--- src/rtl/tpu_sequencer.sv ---
// TPU job sequencer: weight reload, UB row streaming and result write-back for one matrix job.
// Optional macro TPU_SEQ_PERF_CNT_EN adds the perf_cycles job-length counter output.
`timescale 1ns/1ps

module tpu_sequencer #(
  parameter int ADDRESSSIZE = 10,
  parameter int RES_LAT     = 17
) (
  input  logic                   clk,
  input  logic                   rstn,
  input  logic                   start,
  input  logic [ADDRESSSIZE-1:0] len,
  input  logic [ADDRESSSIZE-1:0] ub_base,
  input  logic [ADDRESSSIZE-1:0] res_base,
  input  logic [1:0]             w_sel,
  input  logic                   w_ready,
  output logic [1:0]             w_addr,
  output logic                   we_rl,
  output logic [ADDRESSSIZE-1:0] ub_addr,
  output logic                   ub_rd_en,
  output logic [ADDRESSSIZE-1:0] res_addr,
  output logic                   res_we,
  output logic                   busy,
  output logic                   done,
`ifdef TPU_SEQ_PERF_CNT_EN
  output logic [31:0]            perf_cycles,
`endif
  output logic                   err
);

  localparam int CW = 16;
  // Wide enough to hold RES_LAT + len without overflow for any legal setting.
  localparam int EW = ((ADDRESSSIZE > CW) ? ADDRESSSIZE : CW) + 2;

  typedef enum logic [2:0] {
    S_IDLE   = 3'd0,
    S_WAIT_W = 3'd1,
    S_WLOAD  = 3'd2,
    S_STREAM = 3'd3,
    S_DONE   = 3'd4
  } state_t;

  state_t                 r_state;
  state_t                 w_state_nxt;
  logic [CW-1:0]          r_cyc;
  logic [CW-1:0]          w_cyc_nxt;
  logic                   r_ph;
  logic                   w_ph_nxt;
  logic                   w_accept;

  logic [ADDRESSSIZE-1:0] r_len;
  logic [ADDRESSSIZE-1:0] r_ub_base;
  logic [ADDRESSSIZE-1:0] r_res_base;
  logic [1:0]             r_w_addr;
  logic                   r_we_rl;
  logic [ADDRESSSIZE-1:0] r_ub_addr;
  logic                   r_ub_rd_en;
  logic [ADDRESSSIZE-1:0] r_res_addr;
  logic                   r_res_we;
  logic                   r_busy;
  logic                   r_done;
  logic                   r_err;

  logic [EW-1:0]          w_len_ext;
  logic [EW-1:0]          w_lat_ext;
  logic [EW-1:0]          w_last_ext;
  logic [EW-1:0]          w_cyc_ext;
  logic [EW-1:0]          w_cyc_nxt_ext;
  logic                   w_ub_en_nxt;
  logic                   w_res_en_nxt;
  logic [ADDRESSSIZE-1:0] w_ub_addr_nxt;
  logic [ADDRESSSIZE-1:0] w_res_addr_nxt;

  assign w_len_ext     = EW'(r_len);
  assign w_lat_ext     = EW'(RES_LAT);
  assign w_last_ext    = w_lat_ext + w_len_ext - EW'(1'b1);
  assign w_cyc_ext     = EW'(r_cyc);
  assign w_cyc_nxt_ext = EW'(w_cyc_nxt);

  // Next-state, stream cycle counter and WLOAD phase.
  always_comb begin
    w_state_nxt = r_state;
    w_cyc_nxt   = r_cyc;
    w_ph_nxt    = r_ph;
    w_accept    = 1'b0;
    case (r_state)
      S_IDLE: begin
        if (start) begin
          w_state_nxt = S_WAIT_W;
          w_accept    = 1'b1;
        end else begin
          w_state_nxt = S_IDLE;
        end
      end
      S_WAIT_W: begin
        if (w_ready) begin
          w_state_nxt = S_WLOAD;
          w_ph_nxt    = 1'b0;
        end else begin
          w_state_nxt = S_WAIT_W;
        end
      end
      S_WLOAD: begin
        // Phase 0 covers the weight SRAM read latency; reload fires in phase 1.
        if (!r_ph) begin
          w_ph_nxt = 1'b1;
        end else if (r_len == {ADDRESSSIZE{1'b0}}) begin
          w_state_nxt = S_DONE;
          w_ph_nxt    = 1'b0;
        end else begin
          w_state_nxt = S_STREAM;
          w_ph_nxt    = 1'b0;
          w_cyc_nxt   = {CW{1'b0}};
        end
      end
      S_STREAM: begin
        if (w_cyc_ext == w_last_ext) begin
          w_state_nxt = S_DONE;
          w_cyc_nxt   = {CW{1'b0}};
        end else begin
          w_cyc_nxt = r_cyc + 16'd1;
        end
      end
      S_DONE: begin
        w_state_nxt = S_IDLE;
      end
      default: begin
        w_state_nxt = S_IDLE;
        w_cyc_nxt   = {CW{1'b0}};
        w_ph_nxt    = 1'b0;
      end
    endcase
  end

  // Strobe and address values for the cycle being entered.
  always_comb begin
    w_ub_en_nxt    = 1'b0;
    w_res_en_nxt   = 1'b0;
    w_ub_addr_nxt  = r_ub_base + ADDRESSSIZE'(w_cyc_nxt_ext);
    w_res_addr_nxt = r_res_base + ADDRESSSIZE'(w_cyc_nxt_ext - w_lat_ext);
    if (w_state_nxt == S_STREAM) begin
      w_ub_en_nxt  = (w_cyc_nxt_ext < w_len_ext);
      w_res_en_nxt = (w_cyc_nxt_ext >= w_lat_ext) && (w_cyc_nxt_ext < (w_lat_ext + w_len_ext));
    end else begin
      w_ub_en_nxt  = 1'b0;
      w_res_en_nxt = 1'b0;
    end
  end

  // State, job latches and registered outputs.
  always_ff @(posedge clk or negedge rstn) begin
    if (!rstn) begin
      r_state    <= S_IDLE;
      r_cyc      <= {CW{1'b0}};
      r_ph       <= 1'b0;
      r_len      <= {ADDRESSSIZE{1'b0}};
      r_ub_base  <= {ADDRESSSIZE{1'b0}};
      r_res_base <= {ADDRESSSIZE{1'b0}};
      r_w_addr   <= 2'd0;
      r_we_rl    <= 1'b0;
      r_ub_addr  <= {ADDRESSSIZE{1'b0}};
      r_ub_rd_en <= 1'b0;
      r_res_addr <= {ADDRESSSIZE{1'b0}};
      r_res_we   <= 1'b0;
      r_busy     <= 1'b0;
      r_done     <= 1'b0;
      r_err      <= 1'b0;
    end else begin
      r_state    <= w_state_nxt;
      r_cyc      <= w_cyc_nxt;
      r_ph       <= w_ph_nxt;
      if (w_accept) begin
        r_len      <= len;
        r_ub_base  <= ub_base;
        r_res_base <= res_base;
        r_w_addr   <= w_sel;
      end
      r_we_rl    <= (w_state_nxt == S_WLOAD) && w_ph_nxt;
      r_ub_rd_en <= w_ub_en_nxt;
      r_res_we   <= w_res_en_nxt;
      if (w_ub_en_nxt) begin
        r_ub_addr <= w_ub_addr_nxt;
      end
      if (w_res_en_nxt) begin
        r_res_addr <= w_res_addr_nxt;
      end
      r_busy     <= (w_state_nxt != S_IDLE);
      r_done     <= (w_state_nxt == S_DONE);
      r_err      <= r_err | (start && (r_state != S_IDLE));
    end
  end

  assign w_addr   = r_w_addr;
  assign we_rl    = r_we_rl;
  assign ub_addr  = r_ub_addr;
  assign ub_rd_en = r_ub_rd_en;
  assign res_addr = r_res_addr;
  assign res_we   = r_res_we;
  assign busy     = r_busy;
  assign done     = r_done;
  assign err      = r_err;

`ifdef TPU_SEQ_PERF_CNT_EN
  logic [31:0] r_pcnt;
  logic [31:0] r_perf;
  logic [31:0] w_pcnt_nxt;

  // Running job length: 1 in the first WAIT_W cycle, saturating at all-ones.
  always_comb begin
    w_pcnt_nxt = r_pcnt;
    if (w_accept) begin
      w_pcnt_nxt = 32'd1;
    end else if ((r_state != S_IDLE) && (r_pcnt != 32'hFFFF_FFFF)) begin
      w_pcnt_nxt = r_pcnt + 32'd1;
    end else begin
      w_pcnt_nxt = r_pcnt;
    end
  end

  // Counter and published value, captured as DONE is entered.
  always_ff @(posedge clk or negedge rstn) begin
    if (!rstn) begin
      r_pcnt <= 32'd0;
      r_perf <= 32'd0;
    end else begin
      r_pcnt <= w_pcnt_nxt;
      if (w_state_nxt == S_DONE) begin
        r_perf <= w_pcnt_nxt;
      end
    end
  end

  assign perf_cycles = r_perf;
`endif

endmodule
--- config.mk ---
export PLATFORM = sky130hd
export DESIGN_NAME = tpu_sequencer
export DESIGN_NICKNAME = d
export VERILOG_FILES = /design/src/rtl/tpu_sequencer.sv
export SDC_FILE = /design/constraint.sdc
export NUM_CORES = 1
export LEC_CHECK = 0
export ABC_AREA = 1
export ABC_CLOCK_PERIOD_IN_PS = 5100
export CAP_MARGIN = 25
export CORE_MARGIN = 1
export CORE_UTILIZATION = 40
export CTS_CLUSTER_DIAMETER = 200
export DETAILED_ROUTE_END_ITERATION = 10
export PLACE_DENSITY_LB_ADDON = 0.12
export SLEW_MARGIN = 20
export SYNTH_ARGS = -nofsm -noshare
export SYNTH_HDL_FRONTEND = slang
export SYNTH_SLANG_ARGS = --single-unit
--- constraint.sdc ---
create_clock -name clk -period 5.1 [get_ports clk]
set_input_delay 0.51 -clock clk [delete_from_list [all_inputs] [get_ports clk]]
set_output_delay 0.51 -clock clk [all_outputs]
set_load 0.03 [all_outputs]
==> summary.md <==
| Metric | Value |
|---|---|
| Final non-filler cell total | 938 |
| DR WL/cell | 14.09 um |
| Die extent in x | 117.9 um |
| Critical Path Fanout Max | 9 |
| Clock root buffer | clkbuf_16 |
| Area delta synth->final | 20.90% |
| Grt ovf | 0 |
| Pleak | 3.448 nW |
| CTS tree | built |
| PwrDens | 194.8 nW/um^2 |
| Synth unique cells | 43 |
| Antenna violations before repair | 0 |
| Fin. Hold Viols | 0 |
| Worst EP required | 5330 ps |
| CTS Hold Buffers Added | 0 |
| Post-Syn Instances | 693 |
| Fmax | 216.7 MHz |
| Top Ports | 64 |
| Detailed-router iteration count before antenna repair | 5 |
| Max Cap Violations | 0 |
| Least-Margin Pin Slew | 825.1 ps |
| NumNets Final | 847 |
| Vias in the first global route | 4,483 |
| First-pass GRT wire length | 22.15 mm |
| Total vias in the final route | 4,678 |
| Endpoints failing setup | 0 |
| Clock transition at the registers of the reported paths | 60 ps |
| Die Y-Extent | 117.9 um |
| Placer congestion estimate | 0.9050 |
| Period utilization | 90.50% |
| Net count after synthesis | 779 |
| Post-DP HPWL | 10.30 mm |
| Start point of the critical path | r_len[1] |
| Clock Tree Buf Depth | 2 |
| Synthesized flop and latch total | 78 |
| Initial core utilization | 41.70% |
| Average size of a mapped cell | 7.747 sq um |
| Worst skew pair latency | 350 ps |
| CP max stage delay | 440 ps |
| Post-route ant nets | 0 |
| CTS sink count | 78 |
| CP endpoint kind | flop |
| Hold WC Path Type | in -> async |
| Aggregate global-route resource usage | 20.31% |
| Setup CP Type | reg -> reg |
| Most used DFF post-synth | dfrtp_1 |
| CP Launch Type | flop |
| Period minus WS final | 4615 ps |
| Diode count | 0 |
| Worst EP arrival | 4850 ps |
| Htree depth | 3 |
| Crit-path most repeated cell | nand2_1 |
| Part of the Yosys area used for sequential elements | 36.36% |
| Routed WL | 13.21 mm |
| CTS Buf Count | 9 |
| Worst IR Drop VDD | 0.1496 mV |
| Fraction of registers with async set/reset | 100.0% |
| CP max stage cell | dfrtp_1 |
| RSZ-0062 raised after global routing | no |
| Status | finished clean |
| Slew margin rel. | 44.79% |
| Post-Syn Area | 5369 sq um |
| Core Area | 12,880 sq um |
| Residual DRC | 0 |
| Reg-to-reg startpoint | r_len[1] |
| Setup TNS | 0 ps |
| Die area | 13,890 sq um |
| Placed Cells incl. Taps | 920 |
| Iter 0 DRT Violations | 334 |
| Synthesis Warnings | 0 |
| Vias per cell | 4.987 |
| Port bufs | 63 |
| Worst-case clock skew | 9.607 ps |
| Max-slew violation count | 0 |
| Post-Route Utilization | 50.41% |
| Largest net degree at the start of global routing | 79 |
| Number of flops mapped to enable cells by yosys | 0 |
| Layout cells sized above 1 | 9.138% |
| Site row count | 41 |
timing repair:
item                       4_1_cts  5_1_grt
setup endpoints to repair        0        2
gates resized for setup          0        3
setup buffers                    0        1
cells by family after synthesis:
| kind of cell | after synthesis | synth area share, % |
|---|---|---|
| AO/OA/AOI/OAI | 70 | 7.481 |
| XOR/XNOR | 29 | 4.731 |
| adder cells (fa/ha/maj) | 50 | 11.93 |
| buffers and inverters | 114 | 8.529 |
| flip-flops | 78 | 36.36 |
| multiplexers | 14 | 2.936 |
| AND/OR/NAND/NOR | 338 | 28.04 |
worst max-delay path, delay by kind of cell, from the launching register on:
| kind | cells | cell delay [ps] |
|---|---|---|
| XOR/XNOR | 2 | 330 |
| AND/OR/NAND/NOR | 20 | 1840 |
| flip-flops | 1 | 440 |
| AO/OA/AOI/OAI | 4 | 600 |
| adder cells (fa/ha/maj) | 4 | 1130 |
| buffers and inverters | 3 | 150 |
synthesized netlist by cell type, types with 3 or more instances:
library cell / instances / share of area, %
nor2_1: 56 / 3.9
o21ai_0: 11 / 1.0
ha_1: 48 / 11
buf_2: 3 / 0.28
o21ai_2: 4 / 0.65
clkbuf_1: 3 / 0.21
nor2_2: 6 / 0.70
o22ai_1: 3 / 0.35
a21oi_1: 39 / 3.6
dfrtp_1: 78 / 36
o21ai_1: 5 / 0.47
mux2_2: 14 / 2.9
nand2_2: 7 / 0.82
inv_1: 99 / 6.9
nand4_1: 8 / 0.93
xor2_1: 25 / 4.1
nor3_1: 5 / 0.47
nand2_1: 170 / 12
buf_4: 3 / 0.42
nand3_1: 72 / 6.7
xnor2_1: 4 / 0.65
power breakdown:
part	leakage (nW)	internal [W]	switching, W
combinational	2.40	0.0000235	0.0000155
clock	0.140	0.000356	0.000251
sequential	0.907	0.000619	0.00000000000000000000641
total	3.45	0.000998	0.000267
layer usage:
layer | share of wire [%] | routed length, um | global-route usage (%) | vias up
met5 | 0 | 0 | 0 | -
met4 | 1.9 | 250 | 7.131 | 0
met3 | 4.7 | 627 | 4.409 | 19
met2 | 46 | 6096 | 32.57 | 119
met1 | 47 | 6238 | 26.89 | 2170
li1 | - | - | - | 2370
state kept, by name, indices dropped and copies added, names as in the netlist:
signal      cells
we_rl           1
r_cyc          16
res_addr       10
r_ub_base      10
ub_addr        10
busy            1
res_we          1
r_len          10
w_addr          2
r_res_base     10
err             1
ub_rd_en        1
r_ph            1
r_state         3
done            1
through the flow:
stage / total power (W) / hold WS (ps) / cell area, sq um / setup WS [ps]
after CTS: 0.001283 / 375.7 / 6452 / 326.4
after detailed placement: 0.0006705 / 463.6 / 6173 / 332.8
after global routing: 0.001308 / 259.9 / 6491 / 15.14
after global placement: 0.0006701 / 457.8 / 6173 / 535.1
final: 0.001265 / 168.5 / 6491 / 484.7
after floorplan: 0.0006308 / 214.4 / 5369 / 680.5
cell type report:
| class | count | area [sq um] |
|---|---|---|
| fill | 1261 | 6385 |
| multi-input combinational | 501 | 2968 |
| sequential | 78 | 1953 |
| timing repair buffer | 70 | 696.9 |
| inverter | 101 | 379.1 |
| clock buffer | 13 | 260.3 |
| tap | 172 | 215.2 |
| clock inverter | 3 | 18.77 |
cells in the final DEF, fill, tap and decap left out, types with 2 or more instances in the layout:
cell type	synthesis	final
a211oi_1	2	2
clkbuf_16	0	9
nor3_1	5	5
o22ai_1	3	3
xnor2_1	4	4
inv_1	99	99
nand2_2	7	9
nand3_1	72	72
o21ai_2	4	5
a21oi_1	39	39
nand4_1	8	8
nand2_4	2	2
inv_2	2	2
buf_4	3	6
o21ai_1	5	4
nand2_1	170	168
o21ai_0	11	11
ha_1	48	48
nor4_1	2	2
dfrtp_1	78	77
clkbuf_1	3	2
nand4_2	2	2
clkinv_2	0	2
mux2_2	14	14
nor2_1	56	56
fa_1	2	2
clkbuf_8	0	2
clkdlybuf4s50_1	0	62
xor2_1	25	25
nor2_2	6	6
final timing paths:
path / cells past startpoint / slack (ps) / to
setup / recovery: 33 / 480 / res_addr[9]
hold / removal: 1 / 170 / busy
setup reg to reg: 33 / 480 / res_addr[9]
hold reg to reg: 1 / 470 / err
max in group asynchronous: 1 / 4360 / r_len[0]
min in group clk: 1 / 470 / err
Power figures use the tool's default switching activity.
